<file path="src/rtl/cache_victim_fill_pkg.sv">
// ============================================================================
// Package : cache_victim_fill_pkg
// Brief   : Shared types and default line geometry for the miss/victim engine.
// Rev     : 1.0
// ============================================================================
`default_nettype none

package cache_victim_fill_pkg;

  localparam int c_LINELEN = 512;
  localparam int c_BUSW    = 64;
  localparam int c_BEATS   = c_LINELEN / c_BUSW;
  localparam int c_BEATW   = $clog2(c_BEATS);

  typedef enum logic [2:0] {
    IDLE     = 3'd0,
    RDVICTIM = 3'd1,
    CAPTURE  = 3'd2,
    WRBACK   = 3'd3,
    FETCH    = 3'd4,
    INSTALL  = 3'd5,
    DONE     = 3'd6
  } victimfill_state_t;

endpackage

`default_nettype wire

</file>
<file path="src/rtl/cachelinebuf.sv">
// ============================================================================
// Module : cachelinebuf
// Brief  : Line buffer with whole-line load, per-beat write and beat read mux.
// Rev    : 1.0
// ============================================================================
`default_nettype none

module cachelinebuf #(
  parameter int LINELEN = 512,
  parameter int BUSW    = 64
) (
  input  logic                               clk,
  input  logic                               load,
  input  logic [LINELEN-1:0]                 linein,
  input  logic                               wen,
  input  logic [$clog2(LINELEN/BUSW)-1:0]    idx,
  input  logic [BUSW-1:0]                    wdata,
  output logic [LINELEN-1:0]                 line,
  output logic [BUSW-1:0]                    rdata
);

  localparam int c_BEATS = LINELEN / BUSW;

  logic [c_BEATS-1:0][BUSW-1:0] r_buf;

  // Slice k occupies bits [k*BUSW +: BUSW], so beat order equals address order.
  always_ff @(posedge clk) begin
    if (load)     r_buf      <= linein;
    else if (wen) r_buf[idx] <= wdata;
  end

  assign line  = r_buf;
  assign rdata = r_buf[idx];

endmodule

`default_nettype wire

</file>
<file path="src/rtl/flopenr.sv">
// ============================================================================
// Module : flopenr
// Brief  : Enabled register with synchronous active-high reset.
// Rev    : 1.0
// ============================================================================
`default_nettype none

module flopenr #(
  parameter int WIDTH = 8
) (
  input  logic             clk,
  input  logic             reset,
  input  logic             en,
  input  logic [WIDTH-1:0] d,
  output logic [WIDTH-1:0] q
);

  always_ff @(posedge clk) begin
    if (reset)   q <= '0;
    else if (en) q <= d;
  end

endmodule

`default_nettype wire

</file>
<file path="src/rtl/cache_victim_fill.sv">
// ============================================================================
// Module : cache_victim_fill
// Brief  : Victim writeback and line fill engine between cache FSM and bus.
// Rev    : 1.0
// ============================================================================
`default_nettype none

module cache_victim_fill
  import cache_victim_fill_pkg::*;
#(
  parameter int NUMWAYS = 4,
  parameter int SETLEN  = 9,
  parameter int TAGLEN  = 20,
  parameter int LINELEN = 512,
  parameter int BUSW    = 64
) (
  input  logic                             clk,
  input  logic                             reset,
  input  logic                             MissReq,
  input  logic [SETLEN-1:0]                MissSet,
  input  logic [TAGLEN-1:0]                MissTag,
  input  logic [NUMWAYS-1:0]               VictimWay,
  input  logic                             VictimValid,
  input  logic                             VictimDirty,
  input  logic [TAGLEN-1:0]                VictimTag,
  output logic                             Busy,
  output logic                             MissDone,
  output logic                             ArrayRdEn,
  input  logic [LINELEN-1:0]               LineRdData,
  output logic                             ArrayWrEn,
  output logic [NUMWAYS-1:0]               ArrayWay,
  output logic [SETLEN-1:0]                ArraySet,
  output logic [TAGLEN-1:0]                ArrayWrTag,
  output logic [LINELEN-1:0]               ArrayWrData,
  output logic                             BusReq,
  output logic                             BusWrite,
  output logic [TAGLEN+SETLEN-1:0]         BusAdr,
  output logic [$clog2(LINELEN/BUSW)-1:0]  BusBeat,
  output logic [BUSW-1:0]                  BusWData,
  input  logic                             BusBeatAck,
  input  logic [BUSW-1:0]                  BusRData
);

  localparam int c_BEATS = LINELEN / BUSW;
  localparam int c_BEATW = $clog2(c_BEATS);

  victimfill_state_t    r_state;
  logic [TAGLEN-1:0]    r_vtag;
  logic                 w_start;
  logic                 w_bus_phase;
  logic                 w_beat_en;
  logic                 w_lastbeat;
  logic [c_BEATW-1:0]   w_beat_nxt;

  assign w_start     = (r_state == IDLE) && MissReq;
  assign w_bus_phase = (r_state == WRBACK) || (r_state == FETCH);
  assign w_beat_en   = w_bus_phase && BusBeatAck;
  assign w_lastbeat  = (BusBeat == c_BEATW'(c_BEATS - 1));
  // Power-of-two beat count lets the counter wrap to 0 on its own.
  assign w_beat_nxt  = BusBeat + c_BEATW'(1);

  // Latched request fields hold their value; they are never reset.
  flopenr #(.WIDTH(SETLEN))  u_set  (.clk(clk), .reset(1'b0), .en(w_start), .d(MissSet),   .q(ArraySet));
  flopenr #(.WIDTH(TAGLEN))  u_mtag (.clk(clk), .reset(1'b0), .en(w_start), .d(MissTag),   .q(ArrayWrTag));
  flopenr #(.WIDTH(NUMWAYS)) u_way  (.clk(clk), .reset(1'b0), .en(w_start), .d(VictimWay), .q(ArrayWay));
  flopenr #(.WIDTH(TAGLEN))  u_vtag (.clk(clk), .reset(1'b0), .en(w_start), .d(VictimTag), .q(r_vtag));

  flopenr #(.WIDTH(c_BEATW)) u_beat (
    .clk(clk), .reset(reset), .en(w_beat_en), .d(w_beat_nxt), .q(BusBeat)
  );

  cachelinebuf #(.LINELEN(LINELEN), .BUSW(BUSW)) u_linebuf (
    .clk    (clk),
    .load   (r_state == CAPTURE),
    .linein (LineRdData),
    .wen    (w_beat_en && (r_state == FETCH)),
    .idx    (BusBeat),
    .wdata  (BusRData),
    .line   (ArrayWrData),
    .rdata  (BusWData)
  );

  assign BusAdr = {(r_state == WRBACK) ? r_vtag : ArrayWrTag, ArraySet};

  // Outputs are set together with the state they belong to, so they are registered.
  always_ff @(posedge clk) begin
    if (reset) begin
      r_state   <= IDLE;
      Busy      <= 1'b0;
      MissDone  <= 1'b0;
      ArrayRdEn <= 1'b0;
      ArrayWrEn <= 1'b0;
      BusReq    <= 1'b0;
      BusWrite  <= 1'b0;
    end else begin
      MissDone  <= 1'b0;
      ArrayRdEn <= 1'b0;
      ArrayWrEn <= 1'b0;
      case (r_state)
        IDLE: begin
          if (MissReq) begin
            Busy <= 1'b1;
            if (VictimValid && VictimDirty) begin
              r_state   <= RDVICTIM;
              ArrayRdEn <= 1'b1;
            end else begin
              r_state  <= FETCH;
              BusReq   <= 1'b1;
              BusWrite <= 1'b0;
            end
          end
        end
        RDVICTIM: r_state <= CAPTURE;
        CAPTURE: begin
          r_state  <= WRBACK;
          BusReq   <= 1'b1;
          BusWrite <= 1'b1;
        end
        WRBACK: begin
          if (BusBeatAck && w_lastbeat) begin
            r_state  <= FETCH;
            BusWrite <= 1'b0;
          end
        end
        FETCH: begin
          if (BusBeatAck && w_lastbeat) begin
            r_state   <= INSTALL;
            BusReq    <= 1'b0;
            ArrayWrEn <= 1'b1;
          end
        end
        INSTALL: begin
          r_state  <= DONE;
          MissDone <= 1'b1;
        end
        DONE: begin
          r_state <= IDLE;
          Busy    <= 1'b0;
        end
        default: begin
          r_state  <= IDLE;
          Busy     <= 1'b0;
          BusReq   <= 1'b0;
          BusWrite <= 1'b0;
        end
      endcase
    end
  end

endmodule

`default_nettype wire
</file>
<file path="config.mk">
export PLATFORM = sky130hd
export DESIGN_NAME = cache_victim_fill
export DESIGN_NICKNAME = d
export VERILOG_FILES = /design/src/rtl/cache_victim_fill_pkg.sv /design/src/rtl/cachelinebuf.sv /design/src/rtl/flopenr.sv /design/src/rtl/cache_victim_fill.sv
export SDC_FILE = /design/constraint.sdc
export NUM_CORES = 1
export LEC_CHECK = 0
export BUFFER_PORTS_ARGS = -buffer_cell sky130_fd_sc_hd__buf_2
export CAP_MARGIN = 20
export CORE_AREA = 2 2 492 494
export CTS_BUF_LIST = sky130_fd_sc_hd__clkbuf_16
export DETAILED_ROUTE_END_ITERATION = 7
export DIE_AREA = 0 0 494 496
export GPL_ROUTABILITY_DRIVEN = 0
export PLACE_DENSITY = 0.31
export SETUP_SLACK_MARGIN = 0.5
export SYNTH_ARGS = -nofsm -noshare
export SYNTH_HDL_FRONTEND = slang
export SYNTH_HIERARCHICAL = 1
export SYNTH_SLANG_ARGS = --single-unit
</file>
<file path="constraint.sdc">
create_clock -name clk -period 7.6 [get_ports clk]
set_input_delay 1.52 -clock clk [delete_from_list [all_inputs] [get_ports clk]]
set_output_delay 1.52 -clock clk [all_outputs]
set_load 0.05 [all_outputs]
</file>
Word level (Yosys, flattened, before mapping)

Cells that the tools add are included.

Add/subtract/negate cells: 1
Order comparisons: 2
Eq/ne operators: 11
Mux-type cells: 25
Bitwise logic cells: 6
Reductions and logical operators: 18

Operators with widths:

| kind                  | number |
|---|---|
| $mux W512             | 2 |
| $bwmux W512           | 1 |
| $bmux W64 S3          | 1 |
| $demux W64 S3         | 1 |
| $mux W64              | 2 |
| $mux W20              | 1 |
| $pmux W3 S6           | 1 |
| $eq A3 B3 Y1 const B  | 4 |
| $mux W3               | 4 |
| $mux W1               | 9 |
| $pmux W1 S4           | 2 |
| $reduce_and A4 Y1     | 2 |
| $reduce_or A4 Y1      | 2 |
| $eq A3 B2 Y1 const B  | 2 |
| $logic_and A1 B1 Y1   | 6 |
| $not A1 Y1            | 6 |
| $reduce_or A5 Y1      | 1 |
| $lt A3 B4 Y1 const B  | 1 |
| $ne A2 B1 Y1 const B  | 2 |
| $ne A2 B2 Y1 const B  | 2 |
| $add A3 B1 Y3 const B | 1 |
| $eq A3 B1 Y1 const B  | 1 |
| $ge A3 B1 Y1 const B  | 1 |
| $logic_not A3 Y1      | 1 |
| 7 further kinds       | 7 |

Register bits after elaboration: 577
Input port bits: 635
Logic and storage cells: 83

Depth between registers and ports, before layout

Gate-level depths: netlist (run 1).

Word-level depth: 7
Depth in mapped cells: 7
Gate-level depth less buffers: 5

Cells and area by module

The synthesis (run 1) kept the hierarchy.

Modules (own cells, without submodules):

| module                | times used | cells each | area each (um^2) | sequential area each (um^2) |
|---|---|---|---|---|
| cachelinebuf          | 1          | 2104       | 24935.2          | 15374.7 |
| flopenr at u_mtag ... | 2          | 64         | 705.7            | 400.4 |
| cache_victim_fill     | 1          | 91         | 907.1            | 180.2 |
| flopenr at u_set      | 1          | 29         | 319.1            | 180.2 |
| flopenr at u_way      | 1          | 13         | 140.1            | 80.1 |
| flopenr at u_beat     | 1          | 9          | 101.3            | 60.1 |

Worst setup path before layout (run 1)

OpenSTA, ideal clock, no wires.

Path kind: in2reg
Start point: input BusBeatAck
End point: register u_linebuf.r_buf (netlist bit u_linebuf/line[0]), enable pin
Arrival: 4776 ps
Data required time: 7101 ps
Path slack: 2325 ps
Stages on the path: 3
Path through: and3_1 > inv_1 > o21bai_1

Cells in the longest elaborated chain, start to end: 3

Ends and longest elaborated chain:

| what                           | RTL line                | source |
|---|---|---|
| start: declaration             | cache_victim_fill.sv:40 | `input logic BusBeatAck,` |
| $logic_and A1 B1 Y1            | cache_victim_fill.sv:57 | `assign w_beat_en = w_bus_phase && BusBeatAck;` |
| $logic_and A1 B1 Y1            | cache_victim_fill.sv:76 | `.wen (w_beat_en && (r_state == FETCH)),` |
| $reduce_bool A2 Y1 (no line)   | -                       |  |
| end signal: assignment         | cachelinebuf.sv:28      | `if (load) r_buf <= linein;` |
| end signal: indexed assignment | cachelinebuf.sv:29      | `else if (wen) r_buf[idx] <= wdata;` |
| end: declaration               | cachelinebuf.sv:24      | `logic [c_BEATS-1:0][BUSW-1:0] r_buf;` |

No other way between the ends.
A chain may end at the register's enable or synchronous reset.

Worst setup path in the final report (run 1)

Start point: register u_beat.q[2]
End point: output BusWData[42]

Cells in the longest elaborated chain, start to end: 2

Ends and longest elaborated chain:

| what                           | RTL line                | source |
|---|---|---|
| start: declaration             | flopenr.sv:15           | `output logic [WIDTH-1:0] q` |
| start signal: assignment       | flopenr.sv:19           | `if (reset) q <= '0;` |
| start signal: assignment       | flopenr.sv:20           | `else if (en) q <= d;` |
| $bmux W64 S3                   | cachelinebuf.sv:33      | `assign rdata = r_buf[idx];` |
| $mux W64 (not written as such) | cachelinebuf.sv:33      |  |
| end: declaration               | cache_victim_fill.sv:39 | `output logic [BUSW-1:0] BusWData,` |

No other way between the ends. The select of a mux whose other input is x is not followed.

==> parameters.txt, run 1 <==
Parameter                              Value

Critical path
  Required time reported for the critical path endpoint ... 6.08 ns
  Critical register-to-register path startpoint ... u_beat/q[1]$_SDFFE_PP0P_
  WS Path Type ... reg -> out
  Setup crit end kind ... output pin
  Worst Setup Start Kind ... flip-flop
  Endpoint arrival time on the critical path ... 3.18 ns
  Internal reg-to-reg setup slack ... 3.85 ns
  Critical R2R Capture ... u_linebuf/line[414]$_DFFE_PP_
  Worst Reg-to-Reg Cells ... 4
  Largest driver fanout on the critical path ... 42
  Crit. Startpoint ... u_beat/q[2]$_SDFFE_PP0P_
  CP endpoint ... BusWData[42]

CTS
  Hold bufs inserted after CTS ... 0
  Clock buffer depth ... 3
  Post-CTS Setup Bufs ... 0
  Maximum level of the CTS H-tree ... 3
  Clock-pin slew on the worst setup and hold paths ... 0.06 ns
  Worst skew pair latency ... 0.72 ns
  Master cell of the clock root buffer ... clkbuf_16
  Number of gates resized after CTS ... 0
  CTS tree ... yes
  Clock sinks ... 577
  Clock buffer count from CTS ... 81

Finish
  Net count reported at finish ... 4241
  Area delta synth->final ... 45.68%
  Commonest non-fill, non-tap cell in the layout ... buf_2
  Share of cells above drive strength 1 ... 43.92%
  Commonest cells after routing, fill and taps aside ... buf_2 (1281), nand2_1 (647), o21ai_0 (512), edfxtp_1 (512), nand2b_1 (130)

Global routing
  Total GRT Usage ... 16.37%
  Final global-route overflow total ... 0
  Global-route wire length before repair ... 267.6 mm
  Initial antenna violation count ... 96
  Largest net degree at the start of global routing ... 99
  Number of global-route vias before repair ... 26970

Floorplan
  Die footprint ... 245000 µm²
  Chip Height ... 496 µm
  Initial core utilization ... 11.61%
  Die X ... 494 µm
  Row cnt ... 180
  Placeable core region ... 239600 µm²
  Number of top-level pins ... 1282

Yosys
  Avg Synthesized Cell Area ... 11.72 µm²
  Synthesized area ... 27810 µm²
  Number of flip-flops and latches in the synthesized netlist ... 577
  Synthesized instance count ... 2374
  Part of the Yosys area used for sequential elements ... 59.96%
  Yosys Warn Count ... 6
  Number of different library cells in the post-synthesis netlist ... 44

Route
  Via density per instance ... 3.815
  DRT Wirelength ... 210.2 mm
  Number of vias in the routed layout ... 26240
  Number of iterations in the first detailed-routing pass ... 6
  DRC Markers ... 0
  Drt wl/cell ... 30.56 µm
  Residual antenna-violating net count after detailed routing ... 0
  Number of DRC markers in iteration 0 ... 2126

Pwr
  Leak ... 15.49 nW
  Worst voltage drop across the vdd grid ... 0.1435 mV
  P per Cell Area ... 272.3 nW/µm²

Placement
  Number of port buffers ... 1281
  Placed wire-length estimate ... 164.7 mm

STA
  Relative slew slack ... 28.23%
  Fin. max-slew vios ... 0
  Share of the cycle needed by the critical path after routing ... 61.89%
  Setup-failing EPs final ... 0
  Sum Neg Setup Slack ... 0 ns
  Setup repair after global routing missed its margin ... no
  Min Tclk post-route ... 4.703 ns
  F_max ... 212.6 MHz
  Transition time at the pin with the least slew margin ... 1.077 ns
  Tightest hold margin ... 0.4773 ns
  Final hold viol count ... 0
  Setup Skew ... 0.03355 ns

Outcome
  Run status ... complete, no violations

Run
  Max Cap Violations ... 0

Hold path
  Worst min path class ... reg -> reg
## sequential cells by signal, indices dropped and copies added, names as in the netlist
register        count
u_way/q             4
u_set/q             9
u_vtag/q           20
BusReq              1
u_linebuf/line    512
Busy                1
r_state             3
ArrayRdEn           1
ArrayWrEn           1
BusWrite            1
u_beat/q            3
u_mtag/q           20
MissDone            1
## per-stage QoR
stage / utilization [%] / setup slack, ns / power, W / std cells / cell area [µm²]
floorplan: - / 2.325 / 0.006036 / 2382 / 27840
global placement: 15.80 / 3.445 / 0.007334 / 6706 / 37860
detailed placement: 15.80 / 3.419 / 0.007327 / 6706 / 37860
CTS: 16.88 / 2.724 / 0.01124 / 6855 / 40460
global route: 16.89 / 2.732 / 0.01144 / 6859 / 40470
finish: 16.91 / 2.897 / 0.01103 / 6878 / 40520
## synthesized netlist by cell type (all sizes together)
master	number	area share [%]
nor3	3	0.054
a21oi	5	0.090
o31ai	1	0.027
o22ai	1	0.023
nand3	4	0.072
or3	2	0.045
o21bai	10	0.27
mux2i	56	2.0
edfxtp	512	55
clkbuf	129	1.7
a31oi	1	0.023
o221ai	1	0.031
and2	1	0.023
nand2b	130	2.9
nand2	651	8.8
nor3b	1	0.045
o21ai	512	9.2
conb	1	0.013
and3	1	0.023
nor4b	1	0.031
nor2	58	0.78
nand3b	3	0.13
a21boi	2	0.054
inv	5	0.067
dfxtp	65	4.7
buf	61	1.8
and4bb	1	0.045
nor2b	1	0.023
and3b	2	0.063
a211oi	2	0.072
ha	2	0.090
mux2	20	1.1
mux4	128	10
a32oi	1	0.031
## per-layer routing
layer | vias up | routed length [µm] | global-route usage, %
met4 | 52 | 9528 | 7.090
met5 | - | 331 | 0
li1 | 11070 | - | -
met2 | 1539 | 103200 | 28.51
met3 | 365 | 15960 | 4.088
met1 | 13210 | 81140 | 18.93
## logic make-up after synthesis
group	share of synthesized area, %
AO/OA/AOI/OAI	9.834
buffers and inverters	3.621
flip-flops	59.96
AND/OR/NAND/NOR	13.04
multiplexers	13.45
other	0.01348
adder cells (fa/ha/maj)	0.08995
## worst max-delay path, cell delays in order, from the launching register on
cell and delay (ns):
dfxtp_4 0.69, buf_4 0.69, mux4_2 0.33, nand2_1 0.05, nand2_1 0.26, buf_2 0.33
## cell type report
cell class	instances	area, µm²
Timing Repair Buffer	1329	6859
Clock buffer	83	2077
Tap cell	3185	3985
Antenna cell	23	57.56
Inverter	5	18.77
Fill cell	27080	199100
Clock inverter	66	521.8
Sequential cell	577	16690
Multi-Input combinational cell	1610	10310
## worst min path at each step
stage / startpoint / cells past startpoint / endpoint / slack [ns]
finish: Busy$_SDFFE_PP0P_ / 2 / Busy$_SDFFE_PP0P_ / 0.48
global route: Busy$_SDFFE_PP0P_ / 2 / Busy$_SDFFE_PP0P_ / 0.49
CTS: Busy$_SDFFE_PP0P_ / 2 / Busy$_SDFFE_PP0P_ / 0.48
detailed placement: Busy$_SDFFE_PP0P_ / 2 / Busy$_SDFFE_PP0P_ / 0.47
global placement: Busy$_SDFFE_PP0P_ / 2 / Busy$_SDFFE_PP0P_ / 0.45
floorplan: u_vtag/q[19]$_SDFFE_PP0P_ / 2 / u_vtag/q[19]$_SDFFE_PP0P_ / 0.46
## power by group
group | leakage, nW | internal, W | switching [W] | total [W]
Combinational | 8.80 | 0.000707 | 0.00232 | 0.00303
Clock | 1.36 | 0.00217 | 0.00165 | 0.00382
Sequential | 5.33 | 0.00386 | 0.000328 | 0.00419
(Power assumes the default switching activity.)
==> run 2, diff against run 1 <==
--- a/config.mk
+++ b/config.mk
@@ -5,12 +5,13 @@
 export SDC_FILE = /design/constraint.sdc
 export NUM_CORES = 1
 export LEC_CHECK = 0
+export ABC_AREA = 1
 export BUFFER_PORTS_ARGS = -buffer_cell sky130_fd_sc_hd__buf_2
 export CAP_MARGIN = 20
-export CORE_AREA = 2 2 492 494
+export CORE_AREA = 2 2 504 506
 export CTS_BUF_LIST = sky130_fd_sc_hd__clkbuf_16
 export DETAILED_ROUTE_END_ITERATION = 7
-export DIE_AREA = 0 0 494 496
+export DIE_AREA = 0 0 506 508
 export GPL_ROUTABILITY_DRIVEN = 0
 export PLACE_DENSITY = 0.31
 export SETUP_SLACK_MARGIN = 0.5
==> constraint.sdc (replaced) <==
create_clock -name clk -period 4.6 [get_ports clk]
set_input_delay 0.92 -clock clk [delete_from_list [all_inputs] [get_ports clk]]
set_output_delay 0.92 -clock clk [all_outputs]
set_load 0.05 [all_outputs]
==> run 2 against run 1 <==
Compared with the run above:
- sequential share of layout area shrank 2.3 points
- die area grew 4.9%
- register-to-register slack lost 2.6 ns
==> parameters.txt, run 2 <==
Parameter                              Value

Outcome
  Run status ... complete, no violations

Yosys
  Post-synthesis mux area share ... 0%
  XOR/XNOR Fraction of Synth Area ... 0%
  Yosys Warn Count ... 6
  Fraction of post-synthesis cell area in the top cell type by area ... 51.71%
  Cell types with the largest area share after synthesis ... edfxtp_1 (52%), nand2_1 (27%), o21ai_1 (4.9%)
  Number of flip-flops and latches in the synthesized netlist ... 577
  Part of the Yosys area used for sequential elements ... 56.09%
  Synth Area in Simple Gates ... 28.65%
  Share of synthesized cell area in full adder, half adder and majority cells ... 0.08417%
  Avg Synthesized Cell Area ... 8.052 µm²
  Main combinational cell family by area after synthesis ... simple AND/OR/NAND/NOR gates
  Synth async-reset ratio ... 0%
  Number of different library cells in the post-synthesis netlist ... 28
  Count of flip-flops with a built-in enable after synthesis ... 512
  Prevailing post-synth register cell ... edfxtp_1
  Leading post-synthesis cells by instance count ... nand2_1 (2103), edfxtp_1 (512), o21ai_1 (290)
  Share of the synthesized area in compound gates (AO/OA/AOI/OAI) ... 8.943%
  Most common cell in the synthesized netlist ... nand2_1
  Cell type with the largest total area after synthesis ... edfxtp_1
  Synthesized instance count ... 3692
  Synthesized area ... 29730 µm²

STA
  Fin. max-slew vios ... 0
  Relative slew slack ... 23.96%
  Final hold viol count ... 0
  Setup-failing EPs final ... 0
  Setup repair after global routing missed its margin ... no
  Transition time at the pin with the least slew margin ... 1.141 ns
  Min Tclk post-route ... 3.882 ns
  Setup Skew ... 0.03373 ns
  F_max ... 257.6 MHz
  Sum Neg Setup Slack ... 0 ns
  Share of the cycle needed by the critical path after routing ... 84.39%

CTS
  Hold bufs inserted after CTS ... 0
  Maximum level of the CTS H-tree ... 3
  Clock-pin slew on the worst setup and hold paths ... 0.06 ns
  Master cell of the clock root buffer ... clkbuf_16
  CTS tree ... yes
  Clock buffer count from CTS ... 85
  Worst skew pair latency ... 0.74 ns
  Clock buffer depth ... 3
  Clock sinks ... 577

Pwr
  Clock network power share ... 21.2%
  Leak ... 18.84 nW
  P per Cell Area ... 742.9 nW/µm²
  Worst voltage drop across the vdd grid ... 0.2752 mV
  Combinational share of power ... 51.6%
  Switching Share ... 54.68%
  Flop pwr share ... 27.2%
  Internal Dissipation ... 0.01444 W
  P_sw ... 0.01742 W

Finish
  Fill count ... 29120
  Share of cells above drive strength 1 ... 30.61%
  Max FFs per register ... 512
  Commonest cells after routing, fill and taps aside ... nand2_1 (2097), buf_2 (1281), edfxtp_1 (512)
  Commonest non-fill, non-tap cell in the layout ... nand2_1
  Net count reported at finish ... 5534
  Util after Layout ... 17.00%
  Post-route cell area ... 42890 µm²
  Post-route non-filler standard cell count ... 8383
  Area delta synth->final ... 44.26%

Placement
  Number of port buffers ... 1281
  Placed cell count ... 8168
  Post-DP Area ... 39900 µm²
  Placed wire-length estimate ... 191.5 mm

Critical path
  Endpoint arrival time on the critical path ... 2.96 ns
  Largest driver fanout on the critical path ... 33
  Required time reported for the critical path endpoint ... 3.68 ns
  Worst Setup Start Kind ... flip-flop
  Setup crit end kind ... output pin
  WS Path Type ... reg -> out

Floorplan
  Die X ... 506 µm
  Chip Height ... 508 µm
  Initial core utilization ... 11.78%
  Row cnt ... 185
  Number of top-level pins ... 1282
  Placeable core region ... 252300 µm²
  Die footprint ... 257000 µm²

Route
  Drt wl/cell ... 30.19 µm
  DRT Wirelength ... 253.1 mm
  Number of DRC markers in iteration 0 ... 2968
  Via density per instance ... 3.914
  Residual antenna-violating net count after detailed routing ... 0
  Number of vias in the routed layout ... 32810
  Number of iterations in the first detailed-routing pass ... 6
  DRC Markers ... 0

Hold path
  Worst min path class ... reg -> reg

Global routing
  Total GRT Usage ... 18.70%
  Initial antenna violation count ... 178
  Final global-route overflow total ... 0
  Global-route wire length before repair ... 322.8 mm
  Number of global-route vias before repair ... 32120
  Largest net degree at the start of global routing ... 175

Run
  Max Cap Violations ... 0
## run 2: repair_timing
action / CTS / global route
setup endpoints to repair: 55 / 1
buffers inserted: 1 / 5
cloned: 0 / 2
gates resized for setup: 4 / 0
## run 2: metal layers
metal,share of wire (%),vias up,global-route usage (%),routed length [µm]
met3,9.8,359,6.502,24910
met4,2.4,100,4.780,6182
met1,42,16110,23.90,107400
met2,45,1797,29.85,113900
li1,-,14450,-,-
met5,0.25,-,0,633
## run 2: layout make-up
cell class / instances / area [µm²] / share of cell area (%)
Timing Repair inverter: 1 / 11.26 / 0.02626
Clock inverter: 65 / 561.8 / 1.310
Timing Repair Buffer: 1364 / 7375 / 17.19
Sequential cell: 577 / 16690 / 38.91
Antenna cell: 55 / 137.6 / 0.3209
Inverter: 77 / 342.8 / 0.7993
Multi-Input combinational cell: 2791 / 11380 / 26.54
Tap cell: 3366 / 4212 / 9.820
Clock buffer: 87 / 2177 / 5.076
## run 2: cells by family after synthesis
group,count (synthesis)
and+or+nand+nor,2254
buffers and inverters,327
DFF,577
other,1
adders and majority gates,2
AOI/OAI and AO/OA,531
## run 2: path summary, 6_finish.rpt
check	startpoint	to	slack (ns)	cells after the start
max	u_beat/q[1]$_SDFFE_PP0P_	BusWData[28]	0.72	6
max reg2reg	u_beat/q[1]$_SDFFE_PP0P_	u_linebuf/line[205]$_DFFE_PP_	1.24	6
min reg2reg	BusReq$_SDFFE_PP0P_	BusReq$_SDFFE_PP0P_	0.46	2
min	BusReq$_SDFFE_PP0P_	BusReq$_SDFFE_PP0P_	0.46	2
## run 2: critical path, cell delays in order (launching register included)
cell,delay [ns]
dfxtp_4,0.75
buf_4,0.57
nand2_1,0.29
nand2_1,0.13
nand2_1,0.05
nand2_1,0.09
buf_2,0.26
## run 2: power groups by stage
stage	Clock [W]	Sequential, W	Combinational, W
2_1_floorplan	0	0.0119	0.00665
3_3_place_gp	0	0.00880	0.0166
3_5_place_dp	0	0.00878	0.0166
4_1_cts	0.00702	0.00869	0.0167
5_1_grt	0.00716	0.00877	0.0174
6_report	0.00677	0.00866	0.0164
## run 2: stage by stage
stage / worst slack [ns] / hold slack, ns / power [W]
floorplan: 1.057 / 0.4493 / 0.01858
global placement: 1.084 / 0.4530 / 0.02541
finish: 0.7181 / 0.4570 / 0.03186
CTS: 0.4742 / 0.3655 / 0.03236
detailed placement: 1.012 / 0.4542 / 0.02538
global route: 0.5508 / 0.4291 / 0.03332
